**config.mk**
```make
export PLATFORM = sky130hd
export DESIGN_NAME = add_req_sequencer
export DESIGN_NICKNAME = d
export VERILOG_FILES = /design/src/rtl/add_seq_pkg.sv /design/src/rtl/add_req_fifo.sv /design/src/rtl/add_req_sequencer.sv
export SDC_FILE = /design/constraint.sdc
export NUM_CORES = 1
export LEC_CHECK = 0
export ABC_AREA = 1
export CORE_MARGIN = 8
export CORE_UTILIZATION = 51
export CTS_BUF_LIST = sky130_fd_sc_hd__clkbuf_2 sky130_fd_sc_hd__clkbuf_4 sky130_fd_sc_hd__clkbuf_8
export CTS_CLUSTER_DIAMETER = 40
export DETAILED_ROUTE_END_ITERATION = 16
export GPL_TIMING_DRIVEN = 0
export MAX_ROUTING_LAYER = met4
export PLACE_DENSITY_LB_ADDON = 0.15
export RECOVER_POWER = 50
export SYNTH_ARGS = -nofsm -noshare
export SYNTH_HDL_FRONTEND = slang
export SYNTH_SLANG_ARGS = --single-unit
```
**constraint.sdc**
```tcl
create_clock -name clk -period 2.1 [get_ports clk]
set_clock_uncertainty 0.2 [all_clocks]
set_input_delay 0.21 -clock clk [delete_from_list [all_inputs] [get_ports clk]]
set_output_delay 0.21 -clock clk [all_outputs]
set_load 0.05 [all_outputs]
```
**src/rtl/add_seq_pkg.sv**
```systemverilog
`default_nettype none
// ============================================================================
//  Module      : add_seq_pkg
//  Description : Shared types and widths for the add-request sequencer:
//                FSM state encoding, operand/sum widths, operand pair struct.
//  Revision    : 1.0 - initial release
// ============================================================================
package add_seq_pkg;

    localparam int OP_W  = 4;
    localparam int SUM_W = OP_W + 1;

    typedef enum logic [1:0] {
        IDLE   = 2'd0,
        ISSUE  = 2'd1,
        WAIT   = 2'd2,
        RESULT = 2'd3
    } state_t;

    typedef struct packed {
        logic [OP_W-1:0] a;
        logic [OP_W-1:0] b;
    } op_pair_t;

endpackage : add_seq_pkg
`default_nettype wire

```
**src/rtl/add_req_fifo.sv**
```systemverilog
`default_nettype none
// ============================================================================
//  Module      : add_req_fifo
//  Description : Synchronous operand-pair FIFO. Head entry is visible on
//                head_o while not empty; pushes while full and pops while
//                empty are ignored.
//  Ports       : clk, rst        - clock, synchronous active-high reset
//                push_i, wdata_i - write strobe and pair to store
//                pop_i           - discard head entry
//                head_o          - current head entry
//                full_o, empty_o - occupancy flags
//  Revision    : 1.0 - initial release
// ============================================================================
module add_req_fifo
    import add_seq_pkg::*;
#(
    parameter int DEPTH = 4
) (
    input  logic     clk,
    input  logic     rst,
    input  logic     push_i,
    input  op_pair_t wdata_i,
    input  logic     pop_i,
    output op_pair_t head_o,
    output logic     full_o,
    output logic     empty_o
);

    localparam int PTR_W = $clog2(DEPTH);
    localparam int CNT_W = PTR_W + 1;

    logic [PTR_W-1:0] wr_ptr_q, wr_ptr_d;
    logic [PTR_W-1:0] rd_ptr_q, rd_ptr_d;
    logic [CNT_W-1:0] count_q, count_d;
    op_pair_t         mem_q [DEPTH];

    logic push_en;
    logic pop_en;

    assign full_o  = (count_q == CNT_W'(DEPTH));
    assign empty_o = (count_q == '0);
    assign push_en = push_i && !full_o;
    assign pop_en  = pop_i && !empty_o;
    assign head_o  = mem_q[rd_ptr_q];

    // DEPTH is a power of two, so pointer wrap is the natural overflow.
    always_comb begin
        wr_ptr_d = wr_ptr_q;
        rd_ptr_d = rd_ptr_q;
        count_d  = count_q;
        if (push_en) begin
            wr_ptr_d = wr_ptr_q + PTR_W'(1);
        end
        if (pop_en) begin
            rd_ptr_d = rd_ptr_q + PTR_W'(1);
        end
        if (push_en && !pop_en) begin
            count_d = count_q + CNT_W'(1);
        end else if (pop_en && !push_en) begin
            count_d = count_q - CNT_W'(1);
        end
    end

    always_ff @(posedge clk) begin
        if (rst) begin
            wr_ptr_q <= '0;
            rd_ptr_q <= '0;
            count_q  <= '0;
        end else begin
            wr_ptr_q <= wr_ptr_d;
            rd_ptr_q <= rd_ptr_d;
            count_q  <= count_d;
        end
    end

    // Storage needs no reset: an entry is only read after it was written.
    always_ff @(posedge clk) begin
        if (push_en) begin
            mem_q[wr_ptr_q] <= wdata_i;
        end
    end

endmodule : add_req_fifo
`default_nettype wire

```
**src/rtl/add_req_sequencer.sv**
```systemverilog
`default_nettype none
// ============================================================================
//  Module      : add_req_sequencer
//  Description : Upstream driver for a sample/done 4-bit adder. Buffers
//                operand pairs, issues each as a one-cycle sample pulse,
//                waits for a done rising edge (or times out) and returns the
//                captured sum with operands and status flags.
//  Ports       : clk, rst                    - clock, sync active-high reset
//                in_valid_i/in_ready_o,
//                in_a_i/in_b_i               - operand pair input stream
//                a_o/b_o/sample_o            - request to the adder
//                s_i/done_i                  - adder sum and completion
//                res_valid_o/res_ready_i,
//                res_a_o/res_b_o/res_sum_o,
//                res_timeout_o/res_mismatch_o - result output stream
//                busy_o                      - FSM active or FIFO non-empty
//  Revision    : 1.0 - initial release
// ============================================================================
module add_req_sequencer
    import add_seq_pkg::*;
#(
    parameter int DEPTH   = 4,
    parameter int TIMEOUT = 16
) (
    input  logic             clk,
    input  logic             rst,
    input  logic             in_valid_i,
    output logic             in_ready_o,
    input  logic [OP_W-1:0]  in_a_i,
    input  logic [OP_W-1:0]  in_b_i,
    output logic [OP_W-1:0]  a_o,
    output logic [OP_W-1:0]  b_o,
    output logic             sample_o,
    input  logic [SUM_W-1:0] s_i,
    input  logic             done_i,
    output logic             res_valid_o,
    input  logic             res_ready_i,
    output logic [OP_W-1:0]  res_a_o,
    output logic [OP_W-1:0]  res_b_o,
    output logic [SUM_W-1:0] res_sum_o,
    output logic             res_timeout_o,
    output logic             res_mismatch_o,
    output logic             busy_o
);

    localparam int CNT_W = $clog2(TIMEOUT) + 1;

    state_t           state_q, state_d;
    logic [CNT_W-1:0] cnt_q, cnt_d;
    logic             done_q;
    logic [OP_W-1:0]  a_q, a_d, b_q, b_d;
    logic [OP_W-1:0]  res_a_q, res_a_d, res_b_q, res_b_d;
    logic [SUM_W-1:0] res_sum_q, res_sum_d;
    logic             res_timeout_q, res_timeout_d;
    logic             res_mismatch_q, res_mismatch_d;

    logic     fifo_push;
    logic     fifo_pop;
    logic     fifo_full;
    logic     fifo_empty;
    op_pair_t fifo_head;
    op_pair_t fifo_wdata;
    logic     done_rise;

    assign fifo_wdata = '{a: in_a_i, b: in_b_i};
    assign fifo_push  = in_valid_i;

    add_req_fifo #(
        .DEPTH (DEPTH)
    ) u_fifo (
        .clk     (clk),
        .rst     (rst),
        .push_i  (fifo_push),
        .wdata_i (fifo_wdata),
        .pop_i   (fifo_pop),
        .head_o  (fifo_head),
        .full_o  (fifo_full),
        .empty_o (fifo_empty)
    );

    assign done_rise = done_i && !done_q;

    always_comb begin
        state_d        = state_q;
        cnt_d          = cnt_q;
        a_d            = a_q;
        b_d            = b_q;
        res_a_d        = res_a_q;
        res_b_d        = res_b_q;
        res_sum_d      = res_sum_q;
        res_timeout_d  = res_timeout_q;
        res_mismatch_d = res_mismatch_q;
        fifo_pop       = 1'b0;
        case (state_q)
            IDLE: begin
                // Operands are latched on the edge entering ISSUE so they are
                // already stable when sample rises.
                if (!fifo_empty) begin
                    state_d = ISSUE;
                    a_d     = fifo_head.a;
                    b_d     = fifo_head.b;
                end
            end
            ISSUE: begin
                fifo_pop = 1'b1;
                cnt_d    = '0;
                state_d  = WAIT;
            end
            WAIT: begin
                if (done_rise) begin
                    res_a_d        = a_q;
                    res_b_d        = b_q;
                    res_sum_d      = s_i;
                    res_timeout_d  = 1'b0;
                    res_mismatch_d = (s_i != ({1'b0, a_q} + {1'b0, b_q}));
                    state_d        = RESULT;
                end else begin
                    cnt_d = cnt_q + CNT_W'(1);
                    if (cnt_d == CNT_W'(TIMEOUT - 1)) begin
                        res_a_d        = a_q;
                        res_b_d        = b_q;
                        res_sum_d      = '0;
                        res_timeout_d  = 1'b1;
                        res_mismatch_d = 1'b0;
                        state_d        = RESULT;
                    end
                end
            end
            RESULT: begin
                if (res_ready_i) begin
                    state_d = IDLE;
                end
            end
            default: state_d = IDLE;
        endcase
    end

    always_ff @(posedge clk) begin
        if (rst) begin
            state_q        <= IDLE;
            cnt_q          <= '0;
            done_q         <= 1'b0;
            a_q            <= '0;
            b_q            <= '0;
            res_a_q        <= '0;
            res_b_q        <= '0;
            res_sum_q      <= '0;
            res_timeout_q  <= 1'b0;
            res_mismatch_q <= 1'b0;
        end else begin
            state_q        <= state_d;
            cnt_q          <= cnt_d;
            done_q         <= done_i;
            a_q            <= a_d;
            b_q            <= b_d;
            res_a_q        <= res_a_d;
            res_b_q        <= res_b_d;
            res_sum_q      <= res_sum_d;
            res_timeout_q  <= res_timeout_d;
            res_mismatch_q <= res_mismatch_d;
        end
    end

    assign in_ready_o     = !fifo_full;
    assign a_o            = a_q;
    assign b_o            = b_q;
    assign sample_o       = (state_q == ISSUE);
    assign res_valid_o    = (state_q == RESULT);
    assign res_a_o        = res_a_q;
    assign res_b_o        = res_b_q;
    assign res_sum_o      = res_sum_q;
    assign res_timeout_o  = res_timeout_q;
    assign res_mismatch_o = res_mismatch_q;
    assign busy_o         = (state_q != IDLE) || !fifo_empty;

endmodule : add_req_sequencer
`default_nettype wire

```
* Word level (Yosys, flattened, before mapping)
Memories as Yosys holds them, arrays and structs flattened. A register that Yosys moved wholly into a read port is not among the register bits. Cells that the tools add are included.
Operators by class: bitwise operators 1, equal/unequal tests 10, multiplexer cells 22, reductions and logical operators 21, add/subtract/negate cells 6
Operator list (number):
- $mux 4 | 4
- $mux 5 | 3
- $pmux 5 s2 | 1
- $mux 2 | 4
- $pmux 2 s4 | 1
- $reduce_bool 2->1 | 4
- $mux 1 | 7
- $mux 3 | 2
- $reduce_and 2->1 | 3
- $add 4x4->5 | 1
- $add 5x1->5 const B | 1
- $eq 5x4->1 const B | 1
- $logic_and 1x1->1 | 5
- $logic_not 1->1 | 5
- $ne 5x5->1 | 1
- $add 2x1->2 const B | 2
- $eq 2x2->1 const B | 2
- $ne 2x2->1 const B | 2
- $add 3x1->3 const B | 1
- $eq 3x3->1 const B | 1
- $logic_not 3->1 | 1
- $ne 3x3->1 const B | 1
- $reduce_and 3->1 | 1
- $sub 3x1->3 const B | 1
- other kinds (5) | 5
Storage, ports and cells: output and inout port bits 27, bits in writable memories 32, input port bits 18, word-level logic and storage cells 72, flip-flop bits (word level) 30, memories 1
Memories:
- u_fifo.mem_q | depth 4, bits a word 8, read ports 1, clocked after Yosys merged registers in 1, write ports 1, line add_req_fifo.sv:35 | op_pair_t mem_q [DEPTH];

* Depth between registers and ports, before layout
Gate-level depths: netlist of the first run.
depth after elaboration 7, gate-level depth with buffers 12, mapped depth without buffers 12

* Cells and area by module
From an unflattened synthesis of the first run, not the netlist that was laid out.
Unflattened totals: cells, all modules 355, area, all modules 3250.6 µm²
By module, submodules not included:
- add_req_fifo | area each 1685.4 µm², cells an instance 146, seq. area each 1141.1 µm², instances 1
- add_req_sequencer | area each 1565.3 µm², cells an instance 209, seq. area each 620.6 µm², instances 1

* Worst setup path before layout of the first run
No wires, ideal clock.
path type register to register, from reg u_fifo.count_q[0], to reg u_fifo.count_q[2], cell stages (with the launch flop) 12, arrival 2.144 ns, path slack -0.366 ns, data required time 1.778 ns, path buffers 0, library setup time 0.122 ns, period minus slack after synthesis 2.466 ns, path through dfxtp_1 > inv_1 > nand3_1 > nand2_1 > inv_1 > ha_1 > inv_1 > fa_1 > a21oi_1 > o21ai_0 > o21ai_0 > a21oi_1
On the way: longest elaborated chain between the ends 6, elaborated cells on any way between the ends 15, those cells by class add/sub (2); eq/ne (1); mux (2); reduce/logical (10)
RTL lines:
- start: declaration | line add_req_fifo.sv:34 | logic [CNT_W-1:0] count_q, count_d;
- start signal: assignment | line add_req_fifo.sv:72 | count_q <= count_d;
- $eq 3x3->1 * | line add_req_fifo.sv:40 | assign full_o = (count_q == CNT_W'(DEPTH));
- $logic_not 1->1 *
- net in_ready_o | line add_req_sequencer.sv:28 | output logic in_ready_o,
- $logic_and 1x1->1 * | line add_req_fifo.sv:42 | assign push_en = push_i && !full_o;
- net u_fifo.push_en | line add_req_fifo.sv:37 | logic push_en;
- $logic_not 1->1 | line add_req_fifo.sv:59 | end else if (pop_en && !push_en) begin
- $logic_and 1x1->1 | line add_req_fifo.sv:59
- $reduce_bool 2->1 (no line)
Mark *: on every way through the listed nets, which the timed path passes. The rest lies on a longest branch. The select of a mux whose other input is x is not followed. A chain may end at the register's enable or synchronous reset.

* Worst setup path in the final report of the first run
from reg state_q[1], to reg u_fifo.count_q[2]
On the way: longest elaborated chain between the ends 6, elaborated cells on any way between the ends 8, those cells by class eq/ne (1); mux (2); reduce/logical (5)
RTL lines:
- start: declaration | line add_req_sequencer.sv:48 | state_t state_q, state_d;
- start signal: assignment | line add_req_sequencer.sv:151 | state_q <= state_d;
- $eq 2x1->1 * | line add_req_sequencer.sv:94 | case (state_q)
- $mux 1 * | line add_req_sequencer.sv:94
- $logic_and 1x1->1 * | line add_req_fifo.sv:43 | assign pop_en = pop_i && !empty_o;
- $logic_not 1->1 | line add_req_fifo.sv:57 | if (push_en && !pop_en) begin
- $logic_and 1x1->1 | line add_req_fifo.sv:57
- $mux 3 / $reduce_bool 2->1 (equally long branches)
Every way passes the cells marked *; elsewhere a longest branch is shown, timed or not.

==> results of run 1 <==
## registers in the layout, summed over array words and instances, names as in the netlist
signal / cells
a_o: 4
cnt_q: 5
u_fifo.wr_ptr_q: 2
u_fifo.mem_q: 32
u_fifo.count_q: 3
res_a_o: 4
res_sum_o: 5
res_b_o: 4
b_o: 4
state_q: 2
done_q: 1
res_mismatch_o: 1
u_fifo.rd_ptr_q: 2
res_timeout_o: 1
## worst paths after layout
check	start	endpoint
max	state_q[1]$_SDFFE_PP0P_	u_fifo.count_q[2]$_SDFFE_PP0P_
min reg2reg	res_sum_o[3]$_SDFFE_PP0P_	res_sum_o[3]$_SDFFE_PP0P_
min	done_i	done_q$_SDFF_PP0_
max reg2reg	state_q[1]$_SDFFE_PP0P_	u_fifo.count_q[2]$_SDFFE_PP0P_
## final cells by class
class	instances	share of cell area, %
timing repair buffer	46	11.3
buffer	9	1.43
sequential	70	44.0
tap	75	2.38
clock inverter	7	2.03
multi-input combinational	222	31.7
clock buffer	9	3.14
inverter	42	4.00
## repair_timing
item,in CTS,in global routing
gates resized for setup,14,11
endpoints found under the hold margin,0,0
gates cloned,0,0
pin swaps,0,1
setup buffers,1,1
setup endpoints to repair,6,7
## critical path, stage by stage (launching register included)
cell,delay (ns)
dfxtp_2,0.34
inv_2,0.06
ha_4,0.15
inv_1,0.08
nor2_2,0.05
inv_1,0.08
ha_1,0.18
inv_2,0.06
fa_2,0.35
a21oi_2,0.14
o21ai_1,0.08
o21ai_1,0.12
a21oi_1,0.05
## synth_stat cells (all sizes together) (2+ instances only)
| cell | number |
|---|---|
| xor2 | 2 |
| clkbuf | 4 |
| buf | 5 |
| nand3 | 13 |
| a31oi | 8 |
| inv | 41 |
| a21oi | 22 |
| edfxtp | 32 |
| nand3b | 2 |
| dfxtp | 38 |
| nand4 | 3 |
| fa | 2 |
| nand2 | 49 |
| nor2 | 61 |
| o21ai | 41 |
| ha | 16 |
## metrics by stage
step / instance area (µm²) / utilization [%]
final: 3940 / 66.1
after global routing: 3940 / 66.1
after CTS: 3920 / 65.9
after global placement: 3710 / 62.2
after floorplan: 3170 / -
after detailed placement: 3710 / 62.2
## routing by layer
layer	vias to the layer above	track usage [%]
met3	4	4.29
met1	1144	17.9
met4	0	6.76
li1	1248	-
met2	61	28.0
met5	-	-
## cell families (layout without fill, tap and decap cells)
logic type	Yosys count	count (layout)	synth area share [%]
compound gates	71	71	12.0
xor+xnor	3	3	0.836
fa+ha+maj	18	18	7.64
buf+inv	51	113	6.85
flops	70	70	54.8
simple gates	130	130	17.9
## where the power goes
group | switching (mW) | total (mW) | internal [mW] | leakage (nW)
clock | 0.552 | 1.11 | 0.562 | 0.0968
sequential | 0.191 | 1.88 | 1.68 | 0.606
combinational | 1.47 | 2.21 | 0.744 | 0.839
total | 2.21 | 5.20 | 2.99 | 1.54
==> results.ini, run 1 <==
[finish]
regArea_mm2=0.00173
nNetsFinal=436
multi_input_area_mm2=0.00125
fin_cells=480
layout_common_cells=nor2_1, nand2_1, inv_1
area_delta_synth_final_pct=25.3
fillerInstances=495
drive_above_1_share_pct=13.6
layout_commonest_cell=nor2_1
diodes=0

[clock_tree]
cts_hold_buf=0
clk_latency_ns=0.35
cts.sinks=70
clockBufferDepth=2
cts_buffers=9
clk_pin_slew_ns=0.08
cts_root_buf=clkbuf_8
htreeDepth=3
cts_tree=built

[floorplan]
ios=45
rows=28
die_h_um=94.5
core_mm2=0.00596
dieArea_mm2=0.00893
die_w_um=94.5
start_util_pct=52.8

[setup_path]
critPathKind=register to register
crit_path_end_kind=register
reg2regPathDepth=12
r2r_slack_ns=0.03
required_ns=2.13
worst-path-max-fanout=3
arrival_ns=2.10
cp-start-kind=register

[drt]
wl_met1_mm=2.89
top_layer_used=met4
via_count=2457
drc=0
wl_met2_mm=3.50
drt_pre_antenna_iters=4
drt-initial-drc-count=106
ant_nets=0
wl_mm=6.85
viasPerCell=5.12
wl_met3_um=417
wl_per_cell_um=14.3

[global_route]
grt_max_degree=15
first_global_vias=2442
grt_pass1_wl_mm=11.1
antenna_found_initial=0
grt-ovfl-total=0
track_usage_pct=16.5

[run_status]
outcome=complete, no violations

[power]
finalPower_mw=5.20
leakagePower_nw=1.54
peakVddDrop_uv=865
p_per_area_mw_per_mm2=1320

[logic_synthesis]
ys_seq_area_share_pct=54.8
yosysWarningCount=0
synth_async_sr_flop_share_pct=0
synth_cells=343
synth-seq-cells=70
syn_area_mm2=0.00314
synthFlopType=dfxtp_1
synth.area.top_cells=edfxtp_1, dfxtp_1, nor2_1, ha_1, o21ai_0
syn-num-nets=379
synth_top_area_share_pct=30.6
ys_types=29
synth_largest_area_cell=edfxtp_1
syn_area_per_cell_um2=9.16
synth_edf_count=32

[place]
preCtsSetupSlack_ns=-0.210
gp_congestion=0.769
dp.cells=462
port-buffer-count=44
hpwl_mm=4.86

[min_path]
min_path_cells=3
min_path_type=input port to register

[sta]
tns_ns=0
final.period_utilization_pct=98.6
timing.final.ws_setup_ns=0.0295
rsz0062_at_grt=true
maxSlewHeadroom_pct=42.3
finalMaxSlewViolations=0
max_freq_ghz=0.483
worstMarginPinSlew_ns=0.862
whs_ns=0.214
layout_min_cycle_time_ns=2.07
hold_viol=0
setup_viol=0

[run]
maxCapViolCount=0

(Power assumes the default switching activity.)
==> run 2, diff against run 1 <==
CORE_ASPECT_RATIO = 0.6   (was not set)
HOLD_SLACK_MARGIN = 0.05   (was not set)
REMOVE_ABC_BUFFERS = 1   (was not set)
==> results.ini, run 2 (synthesis results as in run 1) <==
[clock_tree]
clk_latency_ns=0.33
cts_tree=built
clk_pin_slew_ns=0.07
cts_buffers=9
cts.sinks=70
cts_root_buf=clkbuf_8
clockBufferDepth=2
htreeDepth=3

[drt]
wl_per_cell_um=13.6
viasPerCell=4.89
drt-initial-drc-count=205
ant_nets=0
wl_mm=6.51
via_count=2348
drt_pre_antenna_iters=4
drc=0

[finish]
nNetsFinal=428
diodes=0
layout_commonest_cell=nor2_1
drive_above_1_share_pct=13.9
final_area_mm2=0.00390
largest_reg_flops=32
fin_cells=480
fillerInstances=489
area_delta_synth_final_pct=24.2
regMostFlops=u_fifo.mem_q
layout_common_cells=nor2_1, nand2_1, o21ai_0

[sta]
finalMaxSlewViolations=0
whs_ns=0.232
final.period_utilization_pct=98.6
layout_min_cycle_time_ns=2.07
maxSlewHeadroom_pct=44.0
worstMarginPinSlew_ns=0.837
setup_viol=0
timing.final.ws_setup_ns=0.0290
hold_viol=0
max_freq_ghz=0.483

[place]
dp.cells=462
hpwl_mm=4.44
gp_congestion=0.787
place_area_mm2=0.00363
preCtsSetupSlack_ns=-0.248
port-buffer-count=44

[setup_path]
cp-start-kind=register
critPathMaxStageDelay_ns=0.41
required_ns=2.12
crit_top_cell=inv_2
arrival_ns=2.09
crit_chain=inv_2 > ha_4 > inv_2 > nor2_2 > inv_2 > ha_2 > inv_2 > fa_2 > a21oi_2 > o21ai_2 > o21ai_1 > a21oi_1
path_buf_inv=4
critPathKind=register to register
critPathSlowestCell=fa_2
path_delay_family=adder cells
crit_path_end_kind=register
worst-path-max-fanout=3

[power]
leakagePower_nw=1.52
peakVddDrop_uv=1230
p_per_area_mw_per_mm2=1330

[global_route]
grt_pass1_wl_mm=10.4
first_global_vias=2195
track_usage_pct=14.6
grt-ovfl-total=0
antenna_found_initial=0
grt_max_degree=25

[floorplan]
rows=22
die_w_um=117
ios=45
core_mm2=0.00603
die_h_um=76.8
dieArea_mm2=0.00901
start_util_pct=52.1

[run_status]
outcome=complete, no violations

[min_path]
min_path_type=input port to register

[run]
maxCapViolCount=0

==> run 2: cell count changes in the layout (fill, tap and decap cells not counted), moves of 2 or more <==
cell	previous run	this run
buf_2	2	0
clkbuf_1	6	0
clkinv_2	0	2
dfxtp_2	8	6
ha_1	15	13
ha_2	0	2
inv_1	36	31
inv_2	5	9
inv_6	3	1
nand2_1	41	44
nand2_2	6	3
nor2_1	59	57
nor2_2	2	4
==> run 2: through the flow <==
stage / util, % / TNS (ns) / power (mW)
6_report: 64.8 / 0 / 5.19
4_1_cts: 63.9 / 0 / 5.08
3_5_place_dp: 60.2 / -3.34 / 3.92
5_1_grt: 64.8 / -0.0378 / 5.53
2_1_floorplan: - / -0.750 / 3.30
3_3_place_gp: 60.2 / -3.10 / 3.89
==> run 2: path summary, 6_finish.rpt <==
check / startpoint / end / slack [ns] / cells after the start
setup / recovery: state_q[1]$_SDFFE_PP0P_ / u_fifo.count_q[2]$_SDFFE_PP0P_ / 0.03 / 12
hold / removal: done_i / done_q$_SDFF_PP0_ / 0.23 / 3
setup reg to reg: state_q[1]$_SDFFE_PP0P_ / u_fifo.count_q[2]$_SDFFE_PP0P_ / 0.03 / 12
hold reg to reg: res_sum_o[3]$_SDFFE_PP0P_ / res_sum_o[3]$_SDFFE_PP0P_ / 0.27 / 2
==> run 2: per-layer routing <==
layer / vias to the layer above / track usage, % / wire (µm) / share of wire [%]
li1: 1229 / - / - / -
met1: 1076 / 18.4 / 3350 / 51
met2: 39 / 21.8 / 2860 / 44
met3: 4 / 4.82 / 267 / 4.1
met4: 0 / 4.25 / 31 / 0.48
met5: - / - / 0 / 0
==> run 2: final cells by class <==
class	count	area (µm²)	share of cell area, %
inverters	42	161	4.13
multi-input cells	222	1240	31.8
flip-flops and latches	70	1730	44.4
clock inverters	6	86.3	2.21
repair inverters	1	5.00	0.128
repair buffers	46	449	11.5
clock buffers	9	124	3.17
well taps	84	105	2.69
==> run 2: repair_timing <==
item,CTS,global route
cloned,0,1
buffers inserted,0,2
pin swaps,1,4
endpoints found under the setup margin,8,20
hold buffers,0,0
gates resized for setup,15,27
==> run 2: power by group <==
part	switching, mW	leakage [nW]	internal, mW
clock	0.484	0.105	0.662
combinational	1.42	0.805	0.715
sequential	0.226	0.606	1.69
total	2.13	1.52	3.06
==> run 2: tightest hold or removal path, stage by stage <==
cell             delay (ns)
clkdlybuf4s50_1        0.40
inv_1                  0.07
nor2_1                 0.04
==> run 3, diff against run 2 <==
--- a/config.mk
+++ b/config.mk
@@ -13,5 +13,4 @@
 export CTS_CLUSTER_DIAMETER = 40
 export DETAILED_ROUTE_END_ITERATION = 16
-export GPL_TIMING_DRIVEN = 0
 export HOLD_SLACK_MARGIN = 0.05
 export MAX_ROUTING_LAYER = met4
==> constraint.sdc (replaced) <==
create_clock -name clk -period 2.1 [get_ports clk]
set_clock_uncertainty 0.2 [all_clocks]
set_input_delay 0.42 -clock clk [delete_from_list [all_inputs] [get_ports clk]]
set_output_delay 0.42 -clock clk [all_outputs]
set_load 0.05 [all_outputs]
==> results.ini, run 3 (synthesis results as in run 1) <==
[clock_tree]
cts_tree=built
cts_root_buf=clkbuf_8
cts.sinks=70
cts_hold_buf=0
cts_buffers=9
clk_pin_slew_ns=0.07
clk_latency_ns=0.34
clockBufferDepth=2
htreeDepth=3

[finish]
final_area_mm2=0.00410
diodes=0
multi_input_area_mm2=0.00124
regArea_mm2=0.00173
area_delta_synth_final_pct=30.5
regMostFlops=u_fifo.mem_q
layout_common_cells=nor2_1, buf_4, nand2_1
drive_above_1_share_pct=23.1
fillerInstances=464
nNetsFinal=451
layout_commonest_cell=nor2_1
largest_reg_flops=32

[power]
leakagePower_nw=1.72
peakVddDrop_uv=1030
p_per_area_mw_per_mm2=1390

[sta]
max_freq_ghz=0.497
hold_viol=0
setup_viol=0
finalMaxSlewViolations=0
final.period_utilization_pct=95.7
layout_min_cycle_time_ns=2.01
tns_ns=0
maxSlewHeadroom_pct=68.8
worstMarginPinSlew_ns=0.468

[drt]
wl_mm=6.85
wl_per_cell_um=13.6
viasPerCell=4.95
ant_nets=0
drc=0
drt-initial-drc-count=191
drt_pre_antenna_iters=4
via_count=2497

[global_route]
grt-ovfl-total=0
grt_pass1_wl_mm=11.8
grtUsageMet2_pct=26.2
first_global_vias=2515
track_usage_pct=16.6
grt_use_met1_pct=19.3
antenna_found_initial=0
grt_max_degree=25
use_met3_pct=6.51
top_usage_layer=met2

[floorplan]
die_w_um=117
core_mm2=0.00603
rows=22
die_h_um=76.8
dieArea_mm2=0.00901
ios=45
start_util_pct=52.1

[place]
place_area_mm2=0.00380
hpwl_mm=4.87
gp_congestion=0.751
port-buffer-count=44

[min_path]
min_path_cells=2
min_path_type=register to register

[run_status]
outcome=complete, no violations

[setup_path]
critPathKind=register to register
crit_path_end_kind=register
reg2regPathDepth=12
arrival_ns=2.04
cp-start-kind=register
required_ns=2.13
worst-path-max-fanout=2

[run]
maxCapViolCount=0

## run 3: cell types whose count changed in the layout (fill, tap and decap cells not counted), moves of 2 or more
| cell | delta |
|---|---|
| dlygate4sd2_1 | -3 |
| dfxtp_2 | -2 |
| clkbuf_4 | +2 |
| nand2_1 | -2 |
| buf_4 | +45 |
| clkdlybuf4s50_1 | -22 |
| dfxtp_1 | +3 |
| nor2_1 | +3 |
| clkinvlp_4 | -2 |
| inv_1 | +2 |
| nor2_2 | -4 |
| buf_12 | +5 |
| nand2_2 | +2 |
## run 3: timing repair
action | CTS | global route
setup endpoints to repair | 1 | 2
gates resized for setup | 4 | 18
pin swaps | 1 | 3
setup buffers | 0 | 3
## run 3: worst max-delay path, stage by stage, from the launching register on
cell     delay, ns
dfxtp_2       0.32
inv_1         0.05
ha_2          0.18
inv_2         0.08
nor2_4        0.05
inv_2         0.08
ha_4          0.13
inv_2         0.04
fa_2          0.37
a21oi_2       0.16
o21ai_2       0.07
o21ai_1       0.13
a21oi_1       0.05
## run 3: where the power goes
| group | internal, mW | leakage (nW) | switching [mW] |
|---|---|---|---|
| registers | 1.68 | 0.605 | 0.154 |
| logic | 0.980 | 0.984 | 1.56 |
| clock network | 0.846 | 0.127 | 0.474 |
## run 3: worst paths after layout
check | startpoint | endpoint | slack [ns]
max reg2reg | state_q[1]$_SDFFE_PP0P_ | u_fifo.count_q[2]$_SDFFE_PP0P_ | 0.09
max | state_q[1]$_SDFFE_PP0P_ | u_fifo.count_q[2]$_SDFFE_PP0P_ | 0.09
min | res_sum_o[2]$_SDFFE_PP0P_ | res_sum_o[2]$_SDFFE_PP0P_ | 0.27
min reg2reg | res_sum_o[2]$_SDFFE_PP0P_ | res_sum_o[2]$_SDFFE_PP0P_ | 0.27
## run 3: area by class of cell
cell class	count	share of cell area, %
Sequential cell	70	42.1
Multi-Input combinational cell	222	30.2
Timing Repair Buffer	70	15.3
Inverter	42	3.84
Clock buffer	12	3.72
Tap cell	84	2.56
Clock inverter	4	2.32
## run 3: routing by layer
layer / part of all wire, % / wire length, µm / vias up
met3: 6.6 / 453 / 7
met1: 46 / 3170 / 1160
met4: 0.98 / 67 / 0
met5: 0 / 0 / -
met2: 46 / 3160 / 52
li1: - / - / 1278
## run 3: per-stage QoR
stage	hold slack (ns)	setup WS [ns]	utilization [%]	std cells	total power [mW]
after floorplan	0.247	-0.366	-	334	3.30
after global placement	0.249	-0.186	63.0	485	4.17
after detailed placement	0.260	-0.286	63.0	485	4.23
after CTS	0.271	0.0302	67.2	501	5.58
after global routing	0.293	-0.0126	68.1	504	6.06
final	0.267	0.0898	68.1	504	5.69
